<file path="config.mk">
export PLATFORM = sky130hd
export DESIGN_NAME = sp_ram_burst_reader_flat
export DESIGN_NICKNAME = d
export VERILOG_FILES = /design/src/rtl/sp_ram_burst_reader_if.sv /design/src/rtl/sp_ram_burst_reader.sv /design/src/flat_wrapper.sv
export SDC_FILE = /design/constraint.sdc
export NUM_CORES = 1
export LEC_CHECK = 0
export BUFFER_PORTS_ARGS = -buffer_cell sky130_fd_sc_hd__buf_2
export CELL_PAD_IN_SITES_DETAIL_PLACEMENT = 1
export CELL_PAD_IN_SITES_GLOBAL_PLACEMENT = 2
export CORE_AREA = 4 4 147 121
export CTS_CLUSTER_DIAMETER = 200
export CTS_CLUSTER_SIZE = 25
export DETAILED_ROUTE_END_ITERATION = 6
export DIE_AREA = 0 0 151 125
export HOLD_SLACK_MARGIN = 0.05
export PLACE_DENSITY_LB_ADDON = 0.1
export RECOVER_POWER = 100
export SYNTH_ARGS = -nofsm -noshare
export SYNTH_HDL_FRONTEND = slang
export SYNTH_SLANG_ARGS = --single-unit
export TNS_END_PERCENT = 30
</file>
<file path="constraint.sdc">
create_clock -name clk -period 4.65 [get_ports clk]
set_input_delay 1.1625 -clock clk [delete_from_list [all_inputs] [get_ports clk]]
set_output_delay 1.1625 -clock clk [all_outputs]
set_load 0.05 [all_outputs]
</file>
<file path="src/rtl/sp_ram_burst_reader_if.sv">
// Bundle of the burst reader's command, stream and RAM port signals.
//   cmd_*   : burst command (valid/ready handshake, byte address, word count)
//   data_*  : read stream toward the consumer (valid/ready, last marker)
//   done_o  : one-cycle burst-complete pulse
//   ram_*   : single-port RAM initiator port (1-cycle read latency)
// Modports: master = burst reader side, slave = surrounding logic / RAM side.
interface sp_ram_burst_reader_if #(
    parameter int ADDR_WIDTH = 15,
    parameter int DATA_WIDTH = 32,
    parameter int LEN_WIDTH  = 16
);
    logic                    cmd_valid_i;
    logic                    cmd_ready_o;
    logic [ADDR_WIDTH-1:0]   cmd_addr_i;
    logic [LEN_WIDTH-1:0]    cmd_len_i;
    logic                    data_valid_o;
    logic                    data_ready_i;
    logic [DATA_WIDTH-1:0]   data_o;
    logic                    data_last_o;
    logic                    done_o;
    logic                    ram_en_o;
    logic [ADDR_WIDTH-1:0]   ram_addr_o;
    logic                    ram_we_o;
    logic [DATA_WIDTH/8-1:0] ram_be_o;
    logic [DATA_WIDTH-1:0]   ram_wdata_o;
    logic [DATA_WIDTH-1:0]   ram_rdata_i;

    modport master (
        input  cmd_valid_i, cmd_addr_i, cmd_len_i, data_ready_i, ram_rdata_i,
        output cmd_ready_o, data_valid_o, data_o, data_last_o, done_o,
               ram_en_o, ram_addr_o, ram_we_o, ram_be_o, ram_wdata_o
    );

    modport slave (
        output cmd_valid_i, cmd_addr_i, cmd_len_i, data_ready_i, ram_rdata_i,
        input  cmd_ready_o, data_valid_o, data_o, data_last_o, done_o,
               ram_en_o, ram_addr_o, ram_we_o, ram_be_o, ram_wdata_o
    );
endinterface

</file>
<file path="src/rtl/sp_ram_burst_reader.sv">
// Burst reader: accepts (start byte address, word count) and streams that many
// consecutive RAM words out on a valid/ready stream with a last marker.
// Ports:
//   clk   : clock
//   rst_i : synchronous active-high reset (aborts any burst, no done pulse)
//   bus   : sp_ram_burst_reader_if.master (command, stream, done, RAM port)
module sp_ram_burst_reader #(
    parameter int RAM_SIZE   = 32768,
    parameter int ADDR_WIDTH = $clog2(RAM_SIZE),
    parameter int DATA_WIDTH = 32,
    parameter int LEN_WIDTH  = 16
) (
    input  logic                  clk,
    input  logic                  rst_i,
    sp_ram_burst_reader_if.master bus
);
    localparam int WORD_AW = ADDR_WIDTH - 2;

    typedef enum logic [1:0] {S_IDLE, S_BUSY, S_DONE} state_t;

    state_t                 state_q, state_d;
    logic [WORD_AW-1:0]     ptr_q;
    logic [LEN_WIDTH-1:0]   remaining_q;
    logic                   inflight_q;
    logic                   inflight_last_q;

    logic [DATA_WIDTH-1:0]  fifo_data [2];
    logic                   fifo_last [2];
    logic                   rd_idx_q, wr_idx_q;
    logic [1:0]             count_q;

    logic                   accept, issue, pop, fifo_push, fifo_pop, head_valid;
    logic [1:0]             occupancy;

    // The word arriving from the RAM is presented directly when the FIFO is
    // empty, so the stream sees data one cycle after ram_en_o; it only enters
    // the FIFO if it is not consumed in that same cycle.
    assign head_valid = (count_q != 2'd0) || inflight_q;
    assign pop        = head_valid && bus.data_ready_i;
    assign fifo_pop   = pop && (count_q != 2'd0);
    assign fifo_push  = inflight_q && !(pop && (count_q == 2'd0));
    assign occupancy  = count_q + 2'(inflight_q) - 2'(pop);
    assign accept     = (state_q == S_IDLE) && bus.cmd_valid_i;
    assign issue      = (state_q == S_BUSY) && (remaining_q != '0) && (occupancy < 2'd2);

    always_comb begin
        state_d = state_q;
        unique case (state_q)
            S_IDLE: if (accept) state_d = (bus.cmd_len_i == '0) ? S_DONE : S_BUSY;
            S_BUSY: if ((remaining_q == '0) && (occupancy == 2'd0)) state_d = S_DONE;
            S_DONE: state_d = S_IDLE;
            default: state_d = S_IDLE;
        endcase
    end

    always_ff @(posedge clk) begin
        if (rst_i) begin
            state_q         <= S_IDLE;
            ptr_q           <= '0;
            remaining_q     <= '0;
            inflight_q      <= 1'b0;
            inflight_last_q <= 1'b0;
            rd_idx_q        <= 1'b0;
            wr_idx_q        <= 1'b0;
            count_q         <= '0;
        end else begin
            state_q <= state_d;
            if (accept) begin
                ptr_q       <= bus.cmd_addr_i[ADDR_WIDTH-1:2];
                remaining_q <= bus.cmd_len_i;
            end else if (issue) begin
                ptr_q       <= ptr_q + WORD_AW'(1);
                remaining_q <= remaining_q - LEN_WIDTH'(1);
            end
            inflight_q      <= issue;
            inflight_last_q <= issue && (remaining_q == LEN_WIDTH'(1));
            if (fifo_push) wr_idx_q <= ~wr_idx_q;
            if (fifo_pop)  rd_idx_q <= ~rd_idx_q;
            count_q <= count_q + 2'(fifo_push) - 2'(fifo_pop);
        end
    end

    always_ff @(posedge clk) begin
        if (fifo_push) begin
            fifo_data[wr_idx_q] <= bus.ram_rdata_i;
            fifo_last[wr_idx_q] <= inflight_last_q;
        end
    end

    assign bus.cmd_ready_o  = (state_q == S_IDLE);
    assign bus.done_o       = (state_q == S_DONE);
    assign bus.data_valid_o = head_valid;
    assign bus.data_o       = (count_q != 2'd0) ? fifo_data[rd_idx_q] : bus.ram_rdata_i;
    assign bus.data_last_o  = (count_q != 2'd0) ? fifo_last[rd_idx_q] : (inflight_q && inflight_last_q);
    assign bus.ram_en_o     = issue;
    assign bus.ram_addr_o   = {ptr_q, 2'b00};
    assign bus.ram_we_o     = 1'b0;
    assign bus.ram_be_o     = '1;
    assign bus.ram_wdata_o  = '0;
endmodule

</file>
<file path="src/flat_wrapper.sv">
// flat-port wrapper written by rule: the top's interface ports become plain ports
module sp_ram_burst_reader_flat 
#(
    parameter int RAM_SIZE   = 32768,
    parameter int ADDR_WIDTH = $clog2(RAM_SIZE),
    parameter int DATA_WIDTH = 32,
    parameter int LEN_WIDTH  = 16
)
  (clk, rst_i, bus_cmd_valid_i, bus_cmd_addr_i, bus_cmd_len_i, bus_data_ready_i, bus_ram_rdata_i, bus_cmd_ready_o, bus_data_valid_o, bus_data_o, bus_data_last_o, bus_done_o, bus_ram_en_o, bus_ram_addr_o, bus_ram_we_o, bus_ram_be_o, bus_ram_wdata_o);
  sp_ram_burst_reader_if #(.ADDR_WIDTH(ADDR_WIDTH), .DATA_WIDTH(DATA_WIDTH), .LEN_WIDTH(LEN_WIDTH)) bus_i ();
  input  logic clk;
  input  logic rst_i;
  input wire logic [$bits(bus_i.cmd_valid_i)-1:0] bus_cmd_valid_i;
  input wire logic [$bits(bus_i.cmd_addr_i)-1:0] bus_cmd_addr_i;
  input wire logic [$bits(bus_i.cmd_len_i)-1:0] bus_cmd_len_i;
  input wire logic [$bits(bus_i.data_ready_i)-1:0] bus_data_ready_i;
  input wire logic [$bits(bus_i.ram_rdata_i)-1:0] bus_ram_rdata_i;
  output wire logic [$bits(bus_i.cmd_ready_o)-1:0] bus_cmd_ready_o;
  output wire logic [$bits(bus_i.data_valid_o)-1:0] bus_data_valid_o;
  output wire logic [$bits(bus_i.data_o)-1:0] bus_data_o;
  output wire logic [$bits(bus_i.data_last_o)-1:0] bus_data_last_o;
  output wire logic [$bits(bus_i.done_o)-1:0] bus_done_o;
  output wire logic [$bits(bus_i.ram_en_o)-1:0] bus_ram_en_o;
  output wire logic [$bits(bus_i.ram_addr_o)-1:0] bus_ram_addr_o;
  output wire logic [$bits(bus_i.ram_we_o)-1:0] bus_ram_we_o;
  output wire logic [$bits(bus_i.ram_be_o)-1:0] bus_ram_be_o;
  output wire logic [$bits(bus_i.ram_wdata_o)-1:0] bus_ram_wdata_o;
  assign bus_i.cmd_valid_i = bus_cmd_valid_i;
  assign bus_i.cmd_addr_i = bus_cmd_addr_i;
  assign bus_i.cmd_len_i = bus_cmd_len_i;
  assign bus_i.data_ready_i = bus_data_ready_i;
  assign bus_i.ram_rdata_i = bus_ram_rdata_i;
  assign bus_cmd_ready_o = bus_i.cmd_ready_o;
  assign bus_data_valid_o = bus_i.data_valid_o;
  assign bus_data_o = bus_i.data_o;
  assign bus_data_last_o = bus_i.data_last_o;
  assign bus_done_o = bus_i.done_o;
  assign bus_ram_en_o = bus_i.ram_en_o;
  assign bus_ram_addr_o = bus_i.ram_addr_o;
  assign bus_ram_we_o = bus_i.ram_we_o;
  assign bus_ram_be_o = bus_i.ram_be_o;
  assign bus_ram_wdata_o = bus_i.ram_wdata_o;
  sp_ram_burst_reader #(.RAM_SIZE(RAM_SIZE), .ADDR_WIDTH(ADDR_WIDTH), .DATA_WIDTH(DATA_WIDTH), .LEN_WIDTH(LEN_WIDTH)) u_core (.clk(clk), .rst_i(rst_i), .bus(bus_i));
endmodule
</file>
==> summary.txt <==
cts hold-fix bufs: 0
DR DRC count: 0
Worst R2R Start: u_core.inflight_q
Buffers & Inverters on Critical Path: 5
global-route wire length before repair: 22060 um
FF+latch count, synth: 104
count of final max-slew check failures: 68
R2R setup slack: 1.17 ns
EDFF count, synth: 66
Peak VDD IR: 0.0001986 V
setup_tns: 0 ns
Critical Path Stages: 11
Inserted Clock Buffers: 9
slowest cell on the critical path: or2_0
status: finished, violations left
period utilization: 0.9254
die height: 125 um
Max Cap Viol: 2
H-Tree Depth: 3
initial antenna violation count: 0
number of port buffers: 114
vias in the first global route: 3937
worst hold slack: 0.4619 ns
Setup Skew: 0.01137 ns
footprint of the multi-input gates: 2074 um^2
Vias/cell: 4.867
GP Congestion: 0.8012
CP peak stage delay: 0.39 ns
final setup fails: 0
Critical Path Fanout Max: 6
P_leak: 2.136 nW
core area: 16290 um^2
Most Crowded Layer GR: met2
GRT Residual Overflow: 0
fill count: 1913
post-route minimum period: 4.303 ns
critical path class: in2out
Worst Path Required: 3.49 ns
drt pass-1 iters: 6
CTS clock-pin slew for the worst setup and hold paths: 0.07 ns
Final Util: 0.3649
CP Launch Type: input port
largest net degree at the start of global routing: 70
CTS Sinks: 104
setup slack at placement: 0.3924 ns
crit path from: bus_data_ready_i
CTS max path bufs: 2
CP Capture Type: output port
final hold vios: 0
critical path arrival: 3.14 ns
CTS root buf: clkbuf_16
overall global routing resource usage: 0.1511
WL final: 14240 um
Main synth FF type: edfxtp_1
ANT cells: 0
# rows: 42
Fmax: 232.4 MHz
Post-synth ARST share: 0
most frequent cells in the layout: 82 x clkbuf_1, 66 x edfxtp_1, 58 x nand2_1
FF-to-FF End: u_core.remaining_q[1]
sequential share of the synthesized area: 0.5318
CP cell instances: buf_2 -> inv_1 -> a21oi_1 -> ha_1 -> inv_1 -> ha_1 -> xor3_1 -> or2_0 -> or2_0 -> clkinv_1 -> clkbuf_2
RSZ-0062 raised after global routing: no
synthesized area per cell: 10.53 um^2
antenna viol nets, final: 0
Vias: 3976
fin area: 5944 um^2
# IOs: 156
family with the most delay on the worst path: simple AND/OR/NAND/NOR gates
worst-skew pair later-pin latency: 0.36 ns
M3 GR Usage: 0.04088
Yosys cell types: 59
Setup crit end: bus_ram_en_o
CTS tree: done
Worst Hold Class: reg2reg
Post-CTS Setup Bufs: 0
Worst slew margin: -0.3102
Initial Utilization: 0.3166
M2 GR Usage: 0.2304
failing checks: capacitance limit, slew limit
PD cells: 650.5 nW/um^2
Die ar.: 18880 um^2
synthesized area: 5157 um^2
fraction of layout cells with a size suffix above 1: 0.1005
Synth Instances: 490
Layout Nets: 667
drt initial violations: 179
Worst Reg-to-Reg Cells: 10
DIE WIDTH: 151 um
Post-DP Area: 5786 um^2
GR Util met1: 0.2164
worst-margin pin slew: 1.965 ns
routed len/inst: 17.43 um
CTS resizes: 0
Detailed Place HPWL: 10260 um
Ys Warns: 0
Layout area overhead: 15.26%
final worst slack: 0.3468 ns
register area: 2743 um^2
commonest non-fill, non-tap cell in the layout: clkbuf_1
[flip-flops by register name (all words and copies together) (netlist names), named ones only]
register,count
u_core.count_q,2
u_core.inflight_last_q,1
u_core.inflight_q,1
u_core.ptr_q,13
u_core.remaining_q,16
u_core.fifo_last,2
u_core.fifo_data,64
u_core.state_q,2
u_core.wr_idx_q,1
u_core.rd_idx_q,1
[worst min-delay path by stage]
| stage | from | to | slack (ns) | cells past startpoint |
|---|---|---|---|---|
| after floorplan | u_core.inflight_last_q | u_core.fifo_last[0] | 0.43 | 0 |
| after global placement | u_core.inflight_last_q | u_core.fifo_last[0] | 0.44 | 0 |
| after detailed placement | u_core.inflight_last_q | u_core.fifo_last[1] | 0.45 | 0 |
| after CTS | u_core.inflight_last_q | u_core.fifo_last[0] | 0.47 | 0 |
| after global routing | u_core.inflight_last_q | u_core.fifo_last[0] | 0.50 | 0 |
| final | u_core.inflight_last_q | u_core.fifo_last[0] | 0.46 | 0 |
[power breakdown]
part / switching, mW / internal [mW]
registers: 0.126 / 1.08
logic: 1.49 / 0.433
clock network: 0.362 / 0.374
total: 1.98 / 1.89
[cells in the mapped netlist, drive strengths merged, types with 4 or more instances]
cell,instances,area share
a22oi,7,0.010
nand3,8,0.0078
mux2i,33,0.064
buf,50,0.069
o21ai,42,0.041
dfxtp,38,0.15
o22ai,5,0.0061
nor3,10,0.0097
a32oi,4,0.0068
xor2,4,0.0068
ha,8,0.019
a31oi,5,0.0061
nor4,13,0.016
a21oi,15,0.015
xnor2,7,0.012
nand2,58,0.042
clkbuf,16,0.012
edfxtp,66,0.38
inv,16,0.012
a222oi,4,0.0078
nor2b,4,0.0049
nor2,25,0.018
[metal layers]
metal	wire, um	part of all wire
met1	6903	0.48
met2	6335	0.44
met3	892	0.063
met4	106	0.0074
met5	0	0
[area by class of cell]
cell class                      count  area share
Sequential cell                   104      0.4614
Inverter                           16     0.01031
Clock buffer                        9     0.03789
Tap cell                          220     0.04631
Timing Repair Buffer              120     0.08461
Clock inverter                      7     0.01052
Multi-Input combinational cell    341      0.3490
[worst reg2reg max path: stages (launching register included)]
cell and delay (ns):
dfxtp_1 0.40, inv_1 0.13, a21oi_1 0.15, ha_1 0.24
inv_1 0.06, ha_1 0.14, xor3_1 0.25, a211oi_1 0.53
a21boi_0 1.01, nor2_1 0.08, a2111oi_0 0.38
[through the flow]
stage / instances / power (mW)
2_1_floorplan: 527 / 2.777
5_1_grt: 817 / 4.119
4_1_cts: 817 / 3.988
3_5_place_dp: 801 / 3.241
3_3_place_gp: 801 / 3.220
6_report: 817 / 3.867
[cell families after synthesis]
kind of cell / Yosys count / synth area share
flops: 104 / 0.5318
other cells: 2 / 0.001456
fa+ha+maj: 8 / 0.01941
simple gates: 143 / 0.1329
buf+inv: 82 / 0.09316
mux: 33 / 0.06405
xor+xnor: 12 / 0.02329
compound gates: 106 / 0.1339
Power figures use the tool's default switching activity.
